### src/rtl/motor_pwm_ctrl_if.sv
// rtl/motor_pwm_ctrl_if.sv - command and bridge-drive bundle for motor_pwm_ctrl
interface motor_pwm_ctrl_if #(
    parameter int CHANNELS = 2,
    parameter int CNT_W    = 4
);
    logic [CHANNELS*CNT_W-1:0] duty_cmd;
    logic [CHANNELS-1:0]       dir_cmd;
    logic [CHANNELS-1:0]       pwm;
    logic [CHANNELS-1:0]       in1;
    logic [CHANNELS-1:0]       in2;
    logic [CHANNELS-1:0]       busy;

    modport master (
        output duty_cmd, dir_cmd,
        input  pwm, in1, in2, busy
    );

    modport slave (
        input  duty_cmd, dir_cmd,
        output pwm, in1, in2, busy
    );
endinterface

### src/rtl/motor_pwm_ctrl.sv
// rtl/motor_pwm_ctrl.sv - multi-channel H-bridge PWM with duty ramping and dead time on reversal
module motor_pwm_ctrl #(
    parameter int CHANNELS    = 2,
    parameter int CNT_W       = 4,
    parameter int PERIOD      = 10,
    parameter int RAMP_DIV    = 1,
    parameter int DEAD_CYCLES = 20
) (
    input  logic             clk,
    input  logic             rst,
    motor_pwm_ctrl_if.slave  bus
);
    typedef enum logic [1:0] {RUN, RAMP_DN, DEAD} state_t;

    localparam int RW = $clog2(RAMP_DIV) + 1;
    localparam int DW = $clog2(DEAD_CYCLES) + 1;
    localparam logic [CNT_W-1:0] PER_V  = CNT_W'(PERIOD);
    localparam logic [CNT_W-1:0] PER_M1 = CNT_W'(PERIOD - 1);
    localparam logic [RW-1:0]    RAMP_LAST = RW'(RAMP_DIV - 1);
    localparam logic [DW-1:0]    DEAD_LAST = DW'(DEAD_CYCLES - 1);

    logic [CNT_W-1:0] cnt;
    logic             wrap;

    state_t           state_q [CHANNELS];
    state_t           state_d [CHANNELS];
    logic [CNT_W-1:0] duty_q  [CHANNELS];
    logic [CNT_W-1:0] duty_d  [CHANNELS];
    logic [CNT_W-1:0] tgt     [CHANNELS];
    logic [CNT_W-1:0] cmd     [CHANNELS];
    logic [RW-1:0]    ramp_q  [CHANNELS];
    logic [RW-1:0]    ramp_d  [CHANNELS];
    logic [DW-1:0]    dead_q  [CHANNELS];
    logic [DW-1:0]    dead_d  [CHANNELS];
    logic [CHANNELS-1:0] dir_q, dir_d, mism;
    logic [CHANNELS-1:0] pwm_q, pwm_d, in1_q, in1_d, in2_q, in2_d, busy_v;

    assign wrap = (cnt == PER_M1);

    // Shared period counter, 0..PERIOD-1.
    always_ff @(posedge clk) begin
        if (rst) begin
            cnt <= '0;
        end else begin
            cnt <= wrap ? '0 : cnt + CNT_W'(1);
        end
    end

    // Per-channel next state: ramp duty at wraps, sequence reversal through ramp-down and dead time.
    always_comb begin
        for (int i = 0; i < CHANNELS; i++) begin
            state_d[i] = state_q[i];
            duty_d[i]  = duty_q[i];
            ramp_d[i]  = ramp_q[i];
            dead_d[i]  = dead_q[i];
            dir_d[i]   = dir_q[i];
            mism[i]    = (bus.dir_cmd[i] != dir_q[i]);
            cmd[i]     = bus.duty_cmd[i*CNT_W +: CNT_W];
            // A pending reversal pulls the target to zero even before RAMP_DN is entered.
            tgt[i]     = '0;
            if (state_q[i] == RUN && !mism[i]) begin
                tgt[i] = (cmd[i] > PER_V) ? PER_V : cmd[i];
            end

            if (wrap && state_q[i] != DEAD) begin
                if (ramp_q[i] == RAMP_LAST) begin
                    ramp_d[i] = '0;
                    if (duty_q[i] < tgt[i]) begin
                        duty_d[i] = duty_q[i] + CNT_W'(1);
                    end else if (duty_q[i] > tgt[i]) begin
                        duty_d[i] = duty_q[i] - CNT_W'(1);
                    end
                end else begin
                    ramp_d[i] = ramp_q[i] + RW'(1);
                end
            end

            case (state_q[i])
                RUN: begin
                    if (mism[i]) begin
                        state_d[i] = (duty_q[i] != '0) ? RAMP_DN : DEAD;
                    end
                end
                RAMP_DN: begin
                    if (!mism[i]) begin
                        state_d[i] = RUN;
                    end else if (duty_q[i] == '0) begin
                        state_d[i] = DEAD;
                    end
                end
                DEAD: begin
                    duty_d[i] = '0;
                    ramp_d[i] = '0;
                    if (dead_q[i] == DEAD_LAST) begin
                        state_d[i] = RUN;
                        dir_d[i]   = bus.dir_cmd[i];
                        dead_d[i]  = '0;
                    end else begin
                        dead_d[i]  = dead_q[i] + DW'(1);
                    end
                end
                default: state_d[i] = RUN;
            endcase

            if (state_d[i] == DEAD && state_q[i] != DEAD) begin
                dead_d[i] = '0;
                duty_d[i] = '0;
                ramp_d[i] = '0;
            end

            pwm_d[i] = (state_q[i] != DEAD) && (cnt < duty_q[i]);
            in1_d[i] = (state_d[i] != DEAD) && dir_d[i];
            in2_d[i] = (state_d[i] != DEAD) && !dir_d[i];
            busy_v[i] = (state_q[i] != RUN);
        end
    end

    // Per-channel state and registered bridge outputs.
    always_ff @(posedge clk) begin
        for (int i = 0; i < CHANNELS; i++) begin
            if (rst) begin
                state_q[i] <= RUN;
                duty_q[i]  <= '0;
                ramp_q[i]  <= '0;
                dead_q[i]  <= '0;
                dir_q[i]   <= 1'b1;
                pwm_q[i]   <= 1'b0;
                in1_q[i]   <= 1'b1;
                in2_q[i]   <= 1'b0;
            end else begin
                state_q[i] <= state_d[i];
                duty_q[i]  <= duty_d[i];
                ramp_q[i]  <= ramp_d[i];
                dead_q[i]  <= dead_d[i];
                dir_q[i]   <= dir_d[i];
                pwm_q[i]   <= pwm_d[i];
                in1_q[i]   <= in1_d[i];
                in2_q[i]   <= in2_d[i];
            end
        end
    end

    assign bus.pwm  = pwm_q;
    assign bus.in1  = in1_q;
    assign bus.in2  = in2_q;
    assign bus.busy = busy_v;
endmodule
### src/flat_wrapper.sv
// flat-port wrapper written by rule: the top's interface ports become plain ports
module motor_pwm_ctrl_flat 
#(
    parameter int CHANNELS    = 2,
    parameter int CNT_W       = 4,
    parameter int PERIOD      = 10,
    parameter int RAMP_DIV    = 1,
    parameter int DEAD_CYCLES = 20
)
  (clk, rst, bus_duty_cmd, bus_dir_cmd, bus_pwm, bus_in1, bus_in2, bus_busy);
  motor_pwm_ctrl_if #(.CHANNELS(CHANNELS), .CNT_W(CNT_W)) bus_i ();
  input  logic clk;
  input  logic rst;
  input wire logic [$bits(bus_i.duty_cmd)-1:0] bus_duty_cmd;
  input wire logic [$bits(bus_i.dir_cmd)-1:0] bus_dir_cmd;
  output wire logic [$bits(bus_i.pwm)-1:0] bus_pwm;
  output wire logic [$bits(bus_i.in1)-1:0] bus_in1;
  output wire logic [$bits(bus_i.in2)-1:0] bus_in2;
  output wire logic [$bits(bus_i.busy)-1:0] bus_busy;
  assign bus_i.duty_cmd = bus_duty_cmd;
  assign bus_i.dir_cmd = bus_dir_cmd;
  assign bus_pwm = bus_i.pwm;
  assign bus_in1 = bus_i.in1;
  assign bus_in2 = bus_i.in2;
  assign bus_busy = bus_i.busy;
  motor_pwm_ctrl #(.CHANNELS(CHANNELS), .CNT_W(CNT_W), .PERIOD(PERIOD), .RAMP_DIV(RAMP_DIV), .DEAD_CYCLES(DEAD_CYCLES)) u_core (.clk(clk), .rst(rst), .bus(bus_i));
endmodule
### config.mk
export PLATFORM = sky130hd
export DESIGN_NAME = motor_pwm_ctrl_flat
export DESIGN_NICKNAME = d
export VERILOG_FILES = /design/src/rtl/motor_pwm_ctrl_if.sv /design/src/rtl/motor_pwm_ctrl.sv /design/src/flat_wrapper.sv
export SDC_FILE = /design/constraint.sdc
export NUM_CORES = 1
export LEC_CHECK = 0
export CAP_MARGIN = 25
export CORE_MARGIN = 5
export CORE_UTILIZATION = 38
export CTS_BUF_LIST = sky130_fd_sc_hd__clkbuf_8
export CTS_CLUSTER_DIAMETER = 80
export DETAILED_ROUTE_END_ITERATION = 7
export GPL_TIMING_DRIVEN = 0
export SYNTH_ARGS = -nofsm -noshare
export SYNTH_HDL_FRONTEND = slang
export SYNTH_SLANG_ARGS = --single-unit
export TNS_END_PERCENT = 100
### constraint.sdc
create_clock -name clk -period 4.4 [get_ports clk]
set_input_delay 1.32 -clock clk [delete_from_list [all_inputs] [get_ports clk]]
set_output_delay 1.32 -clock clk [all_outputs]
set_load 0.01 [all_outputs]
==> results of run 1 <==
[Yosys cell counts (6+ instances only)]
master,number
nand2b_1,6
nand2_1,23
a21o_1,9
inv_1,11
nor2_1,18
mux2i_1,9
nand4_1,6
a21oi_1,7
xor2_1,6
ha_1,22
xnor2_1,7
nor3_1,7
dfxtp_1,36
[kinds of logic (layout without fill, tap and decap cells)]
kind of cell / after synthesis / in the layout / synth area share [%]
xor+xnor: 13 / 13 / 5.347
flops: 36 / 36 / 33.84
simple gates: 97 / 97 / 27.20
buf+inv: 15 / 40 / 3.349
compound gates: 36 / 36 / 11.22
fa+ha+maj: 24 / 24 / 14.81
mux: 9 / 9 / 4.230
[worst max-delay path by stage]
stage                         from                               end  slack [ps]  cells after the start
global placement    bus_dir_cmd[1]  u_core.duty_q[1][3]$_SDFFE_PP0P_        -250                     14
global route        bus_dir_cmd[1]  u_core.duty_q[1][3]$_SDFFE_PP0P_          20                     14
detailed placement  bus_dir_cmd[1]  u_core.duty_q[1][3]$_SDFFE_PP0P_        -270                     14
CTS                 bus_dir_cmd[1]  u_core.duty_q[1][3]$_SDFFE_PP0P_          20                     14
floorplan           bus_dir_cmd[1]  u_core.duty_q[1][3]$_SDFFE_PP0P_         510                     13
finish              bus_dir_cmd[1]  u_core.duty_q[1][3]$_SDFFE_PP0P_         250                     14
[worst min-delay path: stages, from the launching register on]
cell and delay (ps):
dfxtp_1 320, nand2_1 50, a21boi_0 70
[area by class of cell]
type,instances,area [sq um]
tap,72,90.09
multi-input combinational,179,1355
inverter,11,41.29
sequential,36,720.7
fill,543,2959
buffer,4,30.03
clock buffer,7,96.34
timing repair buffer,18,180.2
[power groups by stage]
stage,registers (W),clock network (W),logic [W]
2_1_floorplan,0.000351,0,0.0000743
3_5_place_dp,0.000352,0,0.000111
3_3_place_gp,0.000352,0,0.000109
6_report,0.000345,0.000251,0.000111
4_1_cts,0.000345,0.000259,0.000111
5_1_grt,0.000346,0.000278,0.000125
[timing repair]
action                                  CTS  global route
endpoints found under the setup margin    0             2
resized for setup                         0             4
setup buffers                             0             0
[layer usage]
layer / track usage (%) / up-vias / routed length, microns
li1: - / 861 / -
met1: 13.89 / 718 / 1892
met2: 20.07 / 23 / 1810
met3: 3.883 / 4 / 160
met4: 3.885 / 0 / 29
met5: 0 / - / 0
[stage by stage]
stage | cell area, sq um | power [W] | TNS, ps | util (%) | worst slack (ps)
finish | 2514 | 0.0007070 | 0 | 45.93 | 253.5
global route | 2514 | 0.0007483 | 0 | 45.93 | 23.65
CTS | 2496 | 0.0007148 | 0 | 45.61 | 19.17
detailed placement | 2400 | 0.0004625 | -338.7 | 43.85 | -265.6
global placement | 2400 | 0.0004609 | -298.5 | 43.85 | -250.0
floorplan | 2130 | 0.0004255 | 0 | - | 510.3
[sequential cells by signal, summed over array words and instances (netlist names)]
| register | cells |
|---|---|
| u_core.bus.in1 | 2 |
| u_core.bus.pwm | 2 |
| u_core.dead_q | 12 |
| u_core.duty_q | 8 |
| u_core.dir_q | 2 |
| u_core.state_q | 4 |
| u_core.cnt | 4 |
| u_core.bus.in2 | 2 |
==> metrics.md, run 1 <==
| Metric | Value |
|---|---|
| Minimum hold slack | 489.5 ps |
| Worst R2R Start | u_core.state_q[1][1]$_SDFF_PP0_ |
| Cell-internal power | 0.0005289 W |
| Psw | 0.0001782 W |
| Via density | 4.911 |
| Largest fanout of any net on the critical path | 4 |
| Site Rows | 27 |
| Average wire per cell in the routed design | 11.91 microns |
| Number of iterations in the first detailed-routing pass | 4 |
| Worst IR Drop VDD | 180.0 uV |
| Worst path buffer plus inverter count | 1 |
| Transition time at the pin with the least slew margin | 477.8 ps |
| Worst min-delay path category | reg2reg |
| CTS root buf | clkbuf_8 |
| Max incr delay on CP | 460 ps |
| Slowest library cell on the worst path | clkdlybuf4s50_1 |
| CTS tree | built |
| Gate family responsible for the most delay along the worst path | simple AND/OR/NAND/NOR gates |
| Routability Congestion | 0.8300 |
| Top cells by area in the synthesized netlist | dfxtp_1 (34%), ha_1 (13%), mux2i_1 (4.2%) |
| Ant. Diodes | 0 |
| Element type at the critical path end | register |
| Boundary pin count | 20 |
| WP data arrival | 4320 ps |
| Number of antenna violations at the first check in global routing | 0 |
| Pin count of the biggest net entering global routing | 11 |
| Number of nets produced by synthesis | 266 |
| Switching portion of total power | 25.20% |
| Number of distinct library cells after synthesis | 46 |
| Total wirelength of the detailed-routed design | 3893 microns |
| Total count of hold-check failures in the final report | 0 |
| Run status | completed |
| Max-slew violation total from the final report | 0 |
| Avg Inst Size Synth | 9.259 sq um |
| Buffers added on ports | 18 |
| Kind of critical path | in2reg |
| Gate count after technology mapping | 230 |
| Clock transition at the register clock pins on the worst setup and hold paths after CTS | 70 ps |
| Fraction of synthesis flops using an asynchronous set or reset pin | 0% |
| Critical path startpoint category | input port |
| Total core area | 5473 sq um |
| DRC violation count after routing | 0 |
| Power Dens Cells | 281.3 nW/um^2 |
| Insertion delay to the later sink of the worst-skew pair | 280 ps |
| Remaining antenna violation count | 0 |
| Final #Nets | 291 |
| Crit Reg-Reg Endpoint | u_core.duty_q[1][3]$_SDFFE_PP0P_ |
| HPWL after DPL | 3024 microns |
| Setup Skew | 3.515 ps |
| Effective utilization at floorplan | 38.91% |
| Number of buffers created by CTS | 5 |
| Endpoint, Worst Hold | u_core.dead_q[0][1]$_SDFFE_PP0P_ |
| Vias in the first global route | 1624 |
| Ordered cell list for the critical path | clkdlybuf4s50_1, xnor2_2, nor2b_4, nand2_1, ha_1, nor2b_1, o211ai_1, nand2_1, ha_1, a21o_1, a21o_1, and3_1, o21a_1, mux2i_1 |
| Number of failing setup endpoints in the final timing report | 0 |
| Vertical die dimension | 84.86 microns |
| TritonCTS sink count | 36 |
| Layout overhead on the synthesized area | 18.04% |
| RSZ-0062 raised after global routing | no |
| Min-Delay Startpoint | u_core.dead_q[0][1]$_SDFFE_PP0P_ |
| Sequential share of the synthesized area | 33.84% |
| Maximum Capacitance Violations | 0 |
| H-Tree Depth | 2 |
| Lkg Pwr | 1.017 nW |
| Commonest cells after routing, fill and taps aside | dfxtp_1 (36), nand2_1 (23), ha_1 (22), nor2_1 (18), clkdlybuf4s50_1 (18) |
| Placed Cells incl. Taps | 320 |
| Register-to-Register Setup Slack | 1400 ps |
| Yosys synthesis warning count | 0 |
| Buffers from clock root to sink, at most | 2 |
| Count of cells along the worst hold path | 2 |
| Ratio of cells with drive above 1 in the final layout | 10.20% |
| FF-to-FF path depth | 13 |
| Global-route usage over all layers | 11.76% |
| Minimum clock period after layout | 4147 ps |
| 1st-iter DRT viols | 29 |
| Leading cell type in the layout, fill and taps excluded | dfxtp_1 |
| Width of the die | 84.86 microns |
| Data required time at the worst endpoint | 4570 ps |
| Number of synthesized flops with an enable pin | 0 |
| Cell Area, Synth | 2130 sq um |
| CTS Hold Bufs | 0 |
| Most used DFF post-synth | dfxtp_1 |
| Final clock period utilization by the worst path | 94.24% |
| Wire length of the first global-routing pass | 6941 microns |
| Flop pwr share | 48.7% |
| Biggest area consumer among synthesized cells | dfxtp_1 |
| Number of synthesized register bits | 36 |
| Leftover overflow at the end of global routing | 0 |
| Total die area | 7201 sq um |
| Worst slew slack as a fraction of its limit | 67.32% |
| Part of the total power dissipated in the clock network | 35.6% |
| Max Freq | 241.2 MHz |
| Vias after detailed routing | 1606 |
| Top cell type's share of synthesized area | 33.84% |
| Number of standard cells in the final layout excluding fillers | 327 |
| Part of the power in combinational logic | 15.7% |
Note: power is estimated with default switching activity, not from simulation.
==> run 2, diff against run 1 <==
--- a/config.mk
+++ b/config.mk
@@ -5,6 +5,7 @@
 export SDC_FILE = /design/constraint.sdc
 export NUM_CORES = 1
 export LEC_CHECK = 0
+export ABC_AREA = 1
 export CAP_MARGIN = 25
 export CORE_MARGIN = 5
 export CORE_UTILIZATION = 38
==> constraint.sdc (replaced) <==
create_clock -name clk -period 3.88 [get_ports clk]
set_input_delay 1.164 -clock clk [delete_from_list [all_inputs] [get_ports clk]]
set_output_delay 1.164 -clock clk [all_outputs]
set_load 0.01 [all_outputs]
==> run 2 against run 1 <==
Critical path depth rose by 4. Largest power group unchanged. Utilization rose by 0.52 points. Register-to-register slack got worse by 150 ps. Non-clock buffer count fell by 3. Final area rose by 2.4%. Cell count rose by 20%. Sequential share of layout area fell by 0.67 points. Synthesized area rose by 1.9%. Global-route usage rose by 0.65 points.
==> metrics.md, run 2 <==
| Metric | Value |
|---|---|
| Width of the die | 85.56 microns (was 84.86 microns) |
| Max Freq | 276.5 MHz |
| Max-slew violation total from the final report | 0 (unchanged) |
| Final worst setup slack | 263.8 ps (was 253.5 ps) |
| Layout overhead on the synthesized area | 18.63% (was 18.04%) |
| Most used DFF post-synth | dfxtp_1 (unchanged) |
| Yosys synthesis warning count | 0 (unchanged) |
| Transition time at the pin with the least slew margin | 357.0 ps (was 477.8 ps) |
| Largest register FFs | 12 (unchanged) |
| Wire length of the first global-routing pass | 7348 microns (was 6941 microns) |
| Maximum Capacitance Violations | 0 (unchanged) |
| Largest fanout of any net on the critical path | 6 (was 4) |
| Data required time at the worst endpoint | 4060 ps (was 4570 ps) |
| Routing usage on met1 | 15.39% (was 13.89%) |
| Met3 track utilization from global routing | 3.170% (was 3.883%) |
| Count of cells along the worst hold path | 2 (unchanged) |
| Worst R2R Start | u_core.state_q[0][0]$_SDFF_PP0_ (was u_core.state_q[1][1]$_SDFF_PP0_) |
| Ratio of cells with drive above 1 in the final layout | 12.15% (was 10.20%) |
| Site Rows | 27 (unchanged) |
| Average wire per cell in the routed design | 10.78 microns (was 11.91 microns) |
| Total count of hold-check failures in the final report | 0 (unchanged) |
| WP data arrival | 3800 ps (was 4320 ps) |
| Element type at the critical path end | register (unchanged) |
| Power Dens Cells | 328.4 nW/um^2 (was 281.3 nW/um^2) |
| Register-to-Register Setup Slack | 1250 ps (was 1400 ps) |
| Final Util | 46.45% (was 45.93%) |
| Number of synthesized flops with an enable pin | 0 (unchanged) |
| Total wirelength of the detailed-routed design | 4237 microns (was 3893 microns) |
| Minimum clock period after layout | 3616 ps |
| Vias in the first global route | 1708 (was 1624) |
| Buffers added on ports | 19 (was 18) |
| Cell repeated most along the worst path | nand2_1 |
| Met2 GRT Util | 20.20% (was 20.07%) |
| CTS-repair resized insts | 0 (unchanged) |
| Number of buffers created by CTS | 5 (unchanged) |
| Worst slew slack as a fraction of its limit | 76.12% (was 67.32%) |
| Gate count after technology mapping | 294 (was 230) |
| Sequential share of the synthesized area | 33.22% (was 33.84%) |
| Filler cells | 564 (was 543) |
| HPWL after DPL | 3262 microns (was 3024 microns) |
| Clock transition at the register clock pins on the worst setup and hold paths after CTS | 70 ps (about the same) |
| Effective utilization at floorplan | 39.16% (was 38.91%) |
| Number of synthesized register bits | 36 (unchanged) |
| Lkg Pwr | 1.092 nW (was 1.017 nW) |
| Via density | 4.585 (was 4.911) |
| Buffers from clock root to sink, at most | 2 (unchanged) |
| Top cell type's share of synthesized area | 33.22% (was 33.84%) |
| Max incr delay on CP | 440 ps (was 460 ps) |
| Boundary pin count | 20 (unchanged) |
| Remaining antenna violation count | 0 (unchanged) |
| Kind of critical path | in2reg (unchanged) |
| Worst IR Drop VDD | 278.3 uV (was 180.0 uV) |
| Number of distinct library cells after synthesis | 30 (was 46) |
| Min-Delay Startpoint | u_core.dead_q[0][1]$_SDFFE_PP0P_ (unchanged) |
| Leftover overflow at the end of global routing | 0 (unchanged) |
| DRC violation count after routing | 0 (unchanged) |
| CTS root buf | clkbuf_8 (unchanged) |
| Total power consumption of the routed design | 0.0008452 W (was 0.0007070 W) |
| Busiest layer in global routing | met2 (unchanged) |
| Number of failing setup endpoints in the final timing report | 0 (unchanged) |
| Number of antenna violations at the first check in global routing | 0 (unchanged) |
| CTS tree | built (unchanged) |
| Pre-CTS worst setup slack | -228.9 ps (was -265.6 ps) |
| Vertical die dimension | 85.56 microns (was 84.86 microns) |
| Register with the most flip-flops | u_core.dead_q (unchanged) |
| Ant. Diodes | 0 (unchanged) |
| Final clock period utilization by the worst path | 93.20% |
| Buffers inserted by post-CTS timing repair | 0 (unchanged) |
| Avg Inst Size Synth | 7.380 sq um (was 9.259 sq um) |
| H-Tree Depth | 2 (unchanged) |
| Total core area | 5540 sq um (was 5473 sq um) |
| Ordered cell list for the critical path | clkdlybuf4s50_1, xor2_1, nor2_1, o21ai_0, ha_1, nand2_1, nand2_1, nand2_1, nand2_2, ha_1, nand2_1, nand2_1, nor2_1, nand3_1, nand2_1, inv_1, a21oi_1, nor2_1 (was clkdlybuf4s50_1, xnor2_2, nor2b_4, nand2_1, ha_1, nor2b_1, o211ai_1, nand2_1, ha_1, a21o_1, a21o_1, and3_1, o21a_1, mux2i_1) |
| Number of iterations in the first detailed-routing pass | 4 (unchanged) |
| Pin count of the biggest net entering global routing | 13 (was 11) |
| RSZ-0062 raised after global routing | no (unchanged) |
| Vias after detailed routing | 1802 (was 1606) |
| Critical path startpoint category | input port (unchanged) |
| Most common cell in the synthesized netlist | nand2_1 (was dfxtp_1) |
| Leading cell type in the layout, fill and taps excluded | nand2_1 (was dfxtp_1) |
| Fraction of synthesis flops using an asynchronous set or reset pin | 0% (unchanged) |
| Commonest cells after routing, fill and taps aside | nand2_1 (58), nor2_1 (43), inv_1 (37), dfxtp_1 (36), ha_1 (22) (was dfxtp_1 (36), nand2_1 (23), ha_1 (22), nor2_1 (18), clkdlybuf4s50_1 (18)) |
| 1st-iter DRT viols | 44 (was 29) |
| Worst min-delay path category | reg2reg (unchanged) |
| TritonCTS sink count | 36 (unchanged) |
| Run status | completed (unchanged) |
| FF-to-FF path depth | 18 (was 13) |
| Setup Skew | 3.881 ps (was 3.515 ps) |
| Endpoint, Worst Hold | u_core.dead_q[0][1]$_SDFFE_PP0P_ (unchanged) |
| Crit Reg-Reg Endpoint | u_core.duty_q[0][3]$_SDFFE_PP0P_ (was u_core.duty_q[1][3]$_SDFFE_PP0P_) |
| Top cells by instance count after synthesis | nand2_1 (60), nor2_1 (44), inv_1 (37) (was dfxtp_1 (36), nand2_1 (23), ha_1 (22)) |
| Number of nets produced by synthesis | 330 (was 266) |
| Global-route usage over all layers | 12.41% (was 11.76%) |
| Slowest library cell on the worst path | clkdlybuf4s50_1 (unchanged) |
| Largest registers | u_core.dead_q (12), u_core.duty_q (8) (unchanged) |
| Top cells by area in the synthesized netlist | dfxtp_1 (33%), ha_1 (13%), nand2_1 (10%) (was dfxtp_1 (34%), ha_1 (13%), mux2i_1 (4.2%)) |
| CTS Hold Bufs | 0 (unchanged) |
| Final #Nets | 356 (was 291) |
| Biggest area consumer among synthesized cells | dfxtp_1 (unchanged) |
| Routability Congestion | 0.7718 (was 0.8300) |
| Insertion delay to the later sink of the worst-skew pair | 290 ps (was 280 ps) |
| Cell Area, Synth | 2170 sq um (was 2130 sq um) |
| Total die area | 7321 sq um (was 7201 sq um) |
-- run 2: cell types whose count changed in the layout (fill, tap and decap cells not counted), sizes merged, moves of 6 or more --
cell,delta
nand3,+11
a21oi,+7
nand2,+40
mux2i,-9
nor2b,-6
a21o,-9
inv,+35
nand2b,-6
nor2,+32
-- run 2: cell families (layout without fill, tap and decap cells) --
group	count (synthesis)	after routing	synth area share [%]
AND/OR/NAND/NOR	145	145	30.22
buffers and inverters	46	73	7.958
flip-flops	36	36	33.22
AO/OA/AOI/OAI	32	32	9.285
adder cells (fa/ha/maj)	24	24	14.53
XOR/XNOR	11	11	4.787
-- run 2: per-layer routing --
metal	vias up	wire (microns)
met4	0	68
met2	17	1979
li1	993	-
met3	6	111
met5	-	0
met1	786	2077
-- run 2: cell type report --
type                       instances  area, sq um  area share [%]
clock buffer                       5        68.82           2.674
clock inverter                     3        42.54           1.653
inverter                          46        172.7           6.709
multi-input combinational        212         1289           50.07
sequential                        36        720.7           28.00
tap                               72        90.09           3.500
timing repair buffer              19        190.2           7.389
-- run 2: metrics by stage --
step	instances	cell area, sq um	TNS, ps	hold slack [ps]
2_1_floorplan	294	2170	0	441.9
3_3_place_gp	385	2450	-371.4	463.0
3_5_place_dp	385	2450	-403.5	466.3
4_1_cts	393	2561	0	477.0
5_1_grt	393	2574	0	506.0
6_report	393	2574	0	471.6
-- run 2: power breakdown --
| group | switching [W] | internal (W) |
|---|---|---|
| registers | 0.00000790 | 0.000379 |
| logic | 0.0000762 | 0.0000547 |
| clock network | 0.000137 | 0.000190 |
| total | 0.000222 | 0.000624 |
-- run 2: critical path: cells and delay by family --
family / cells / cell delay [ps]
simple gates: 11 / 1010
fa+ha+maj: 2 / 710
buf+inv: 2 / 490
compound gates: 2 / 260
xor+xnor: 1 / 170
-- run 2: worst max path at each step --
stage,startpoint,end,slack (ps),cells past startpoint
floorplan,bus_dir_cmd[1],u_core.duty_q[1][3]$_SDFFE_PP0P_,620,19
global placement,bus_dir_cmd[1],u_core.duty_q[1][3]$_SDFFE_PP0P_,-230,20
detailed placement,bus_dir_cmd[1],u_core.duty_q[1][3]$_SDFFE_PP0P_,-230,20
CTS,bus_dir_cmd[1],u_core.duty_q[1][3]$_SDFFE_PP0P_,80,20
global route,bus_dir_cmd[0],u_core.duty_q[0][3]$_SDFFE_PP0P_,6,20
finish,bus_dir_cmd[0],u_core.duty_q[0][3]$_SDFFE_PP0P_,260,18
==> run 3, diff against run 2 <==
--- a/config.mk
+++ b/config.mk
@@ -13,6 +13,8 @@
 export CTS_CLUSTER_DIAMETER = 80
 export DETAILED_ROUTE_END_ITERATION = 7
 export GPL_TIMING_DRIVEN = 0
+export PLACE_DENSITY_LB_ADDON = 0.12
+export REMOVE_ABC_BUFFERS = 1
 export SYNTH_ARGS = -nofsm -noshare
 export SYNTH_HDL_FRONTEND = slang
 export SYNTH_SLANG_ARGS = --single-unit
==> run 3 against run 2 <==
Combinational power barely moved. Maximum frequency rose by 0.47%. Clock-buffer cell count did not move. Via count fell by 0.67%. Critical path depth rose by 2. Largest power group unchanged. Total power fell by 0.37%. Final area fell by 0.15%. Die area did not move.
==> metrics.md, run 3 (same netlist as run 2, synthesis figures left out) <==
| Metric | Value |
|---|---|
| Cell repeated most along the worst path | nand2_1 (unchanged) |
| Vias in the first global route | 1745 (was 1708) |
| Pre-CTS worst setup slack | -267.7 ps (was -228.9 ps) |
| Number of antenna violations at the first check in global routing | 0 (unchanged) |
| Max-slew violation total from the final report | 0 (unchanged) |
| Vias after detailed routing | 1790 (was 1802) |
| Power Dens Cells | 327.7 nW/um^2 (was 328.4 nW/um^2) |
| Worst IR Drop VDD | 193.3 uV (was 278.3 uV) |
| Number of failing setup endpoints in the final timing report | 0 (unchanged) |
| Final #Nets | 356 (unchanged) |
| Via density | 4.555 (was 4.585) |
| Critical path startpoint category | input port (unchanged) |
| Run status | completed (unchanged) |
| Total core area | 5540 sq um (unchanged) |
| HPWL after DPL | 3282 microns (was 3262 microns) |
| Ratio of cells with drive above 1 in the final layout | 11.84% (was 12.15%) |
| Total die area | 7321 sq um (unchanged) |
| Leftover overflow at the end of global routing | 0 (unchanged) |
| Lkg Pwr | 1.097 nW (was 1.092 nW) |
| Worst slew slack as a fraction of its limit | 74.11% (was 76.12%) |
| Vertical die dimension | 85.56 microns (unchanged) |
| Element type at the critical path end | register (unchanged) |
| H-Tree Depth | 2 (unchanged) |
| Slowest library cell on the worst path | clkdlybuf4s50_1 (unchanged) |
| Ordered cell list for the critical path | clkdlybuf4s50_1, xor2_2, nor2_4, o21ai_0, ha_1, nand2_1, nand2_1, nand2_1, nand2_1, ha_1, nand2_1, nand2_1, nor2_1, inv_1, nand2_1, nand2_1, inv_1, nand3_1, nand2_1, nor2_1 (was clkdlybuf4s50_1, xor2_1, nor2_1, o21ai_0, ha_1, nand2_1, nand2_1, nand2_1, nand2_2, ha_1, nand2_1, nand2_1, nor2_1, nand3_1, nand2_1, inv_1, a21oi_1, nor2_1) |
| Register with the most flip-flops | u_core.dead_q (unchanged) |
| 1st-iter DRT viols | 67 (was 44) |
| Maximum Capacitance Violations | 0 (unchanged) |
| Final clock period utilization by the worst path | 92.76% (was 93.20%) |
| Boundary pin count | 20 (unchanged) |
| Kind of critical path | in2reg (unchanged) |
| WP data arrival | 3780 ps (was 3800 ps) |
| Buffers added on ports | 19 (unchanged) |
| Minimum hold slack | 480.5 ps (was 471.6 ps) |
| Global-route usage over all layers | 12.38% (was 12.41%) |
| DRC violation count after routing | 0 (unchanged) |
| Effective utilization at floorplan | 39.16% (unchanged) |
| Pin count of the biggest net entering global routing | 12 (was 13) |
| CTS tree | built (unchanged) |
| Max incr delay on CP | 520 ps (was 440 ps) |
| Total wirelength of the detailed-routed design | 4177 microns (was 4237 microns) |
| Largest register FFs | 12 (unchanged) |
| Wire length of the first global-routing pass | 7355 microns (was 7348 microns) |
| Ant. Diodes | 0 (unchanged) |
| Minimum clock period after layout | 3599 ps (was 3616 ps) |
| CTS root buf | clkbuf_8 (unchanged) |
| Largest registers | u_core.dead_q (12), u_core.duty_q (8) (unchanged) |
| Total count of hold-check failures in the final report | 0 (unchanged) |
| Clock transition at the register clock pins on the worst setup and hold paths after CTS | 70 ps (about the same) |
| RSZ-0062 raised after global routing | yes (was no) |
| Number of buffers created by CTS | 5 (unchanged) |
| Remaining antenna violation count | 0 (unchanged) |
| Data required time at the worst endpoint | 4060 ps (about the same) |
| Filler cells | 586 (was 564) |
| Buffers from clock root to sink, at most | 2 (unchanged) |
| Insertion delay to the later sink of the worst-skew pair | 290 ps (about the same) |
| Transition time at the pin with the least slew margin | 387.2 ps (was 357.0 ps) |
| Number of iterations in the first detailed-routing pass | 4 (unchanged) |
| Commonest cells after routing, fill and taps aside | nand2_1 (59), nor2_1 (42), inv_1 (38), dfxtp_1 (36), ha_1 (22) (was nand2_1 (58), nor2_1 (43), inv_1 (37), dfxtp_1 (36), ha_1 (22)) |
| Final worst setup slack | 280.9 ps (was 263.8 ps) |
| Leading cell type in the layout, fill and taps excluded | nand2_1 (unchanged) |
| Width of the die | 85.56 microns (unchanged) |
| Largest fanout of any net on the critical path | 6 (unchanged) |
| Site Rows | 27 (unchanged) |
| Worst min-delay path category | reg2reg (unchanged) |
| TritonCTS sink count | 36 (unchanged) |
| Max Freq | 277.8 MHz (was 276.5 MHz) |
| Average wire per cell in the routed design | 10.63 microns (was 10.78 microns) |
| Layout overhead on the synthesized area | 18.45% (was 18.63%) |
| Routability Congestion | 0.7410 (was 0.7718) |
| Setup Skew | 7.459 ps (was 3.881 ps) |
==> run 3: timing repair <==
action	in CTS	in global routing
resized for setup	0	4
setup endpoints to repair	0	2
hold endpoints to repair	0	0
setup buffers	0	0
hold buffers	0	0
==> run 3: worst paths after layout <==
kind / startpoint / endpoint / slack [ps] / depth (start not counted)
worst max-delay path: bus_dir_cmd[1] / u_core.duty_q[1][3]$_SDFFE_PP0P_ / 280 / 20
worst min-delay path: u_core.dead_q[0][1]$_SDFFE_PP0P_ / u_core.dead_q[0][1]$_SDFFE_PP0P_ / 480 / 2
worst min register to register: u_core.dead_q[0][1]$_SDFFE_PP0P_ / u_core.dead_q[0][1]$_SDFFE_PP0P_ / 480 / 2
worst max register to register: u_core.dir_q[1]$_SDFF_PP1_ / u_core.duty_q[1][3]$_SDFFE_PP0P_ / 1270 / 19
==> run 3: through the flow <==
step | cell area (sq um) | utilization [%] | TNS (ps) | std cells | total power, W
floorplan | 2170 | - | 0 | 294 | 0.0004810
global placement | 2450 | 44.22 | -378.9 | 385 | 0.0005236
detailed placement | 2450 | 44.22 | -451.0 | 385 | 0.0005251
CTS | 2557 | 46.16 | 0 | 393 | 0.0008561
global route | 2570 | 46.39 | -20.40 | 393 | 0.0008908
finish | 2570 | 46.39 | 0 | 393 | 0.0008421
==> run 3: power by group <==
group	total (W)	switching, W	internal, W
clock	0.000325	0.000137	0.000188
sequential	0.000387	0.00000779	0.000379
combinational	0.000130	0.0000754	0.0000545
total	0.000842	0.000221	0.000622
==> run 3: final cells by class <==
type                            instances  area (sq um)  area share (%)
Inverter                               46         172.7           6.719
Tap cell                               72         90.09           3.505
Sequential cell                        36         720.7           28.04
Clock buffer                            5         68.82           2.678
Clock inverter                          3         38.79           1.509
Multi-Input combinational cell        212          1289           50.15
Timing Repair Buffer                   19         190.2           7.400
==> run 3: per-layer routing <==
metal  GRT usage (%)  wire length, microns  up-vias
li1                -                     -      993
met1           14.78                  2028      777
met2           21.54                  1956       14
met3           2.786                   124        6
met4           4.748                    68        0
met5               0                     0        -
==> run 3: worst max-delay path, delay by kind of cell <==
family / cells / cell delay (ps)
xor+xnor: 1 / 280
fa+ha+maj: 2 / 650
buf+inv: 3 / 630
compound gates: 1 / 90
simple gates: 13 / 960
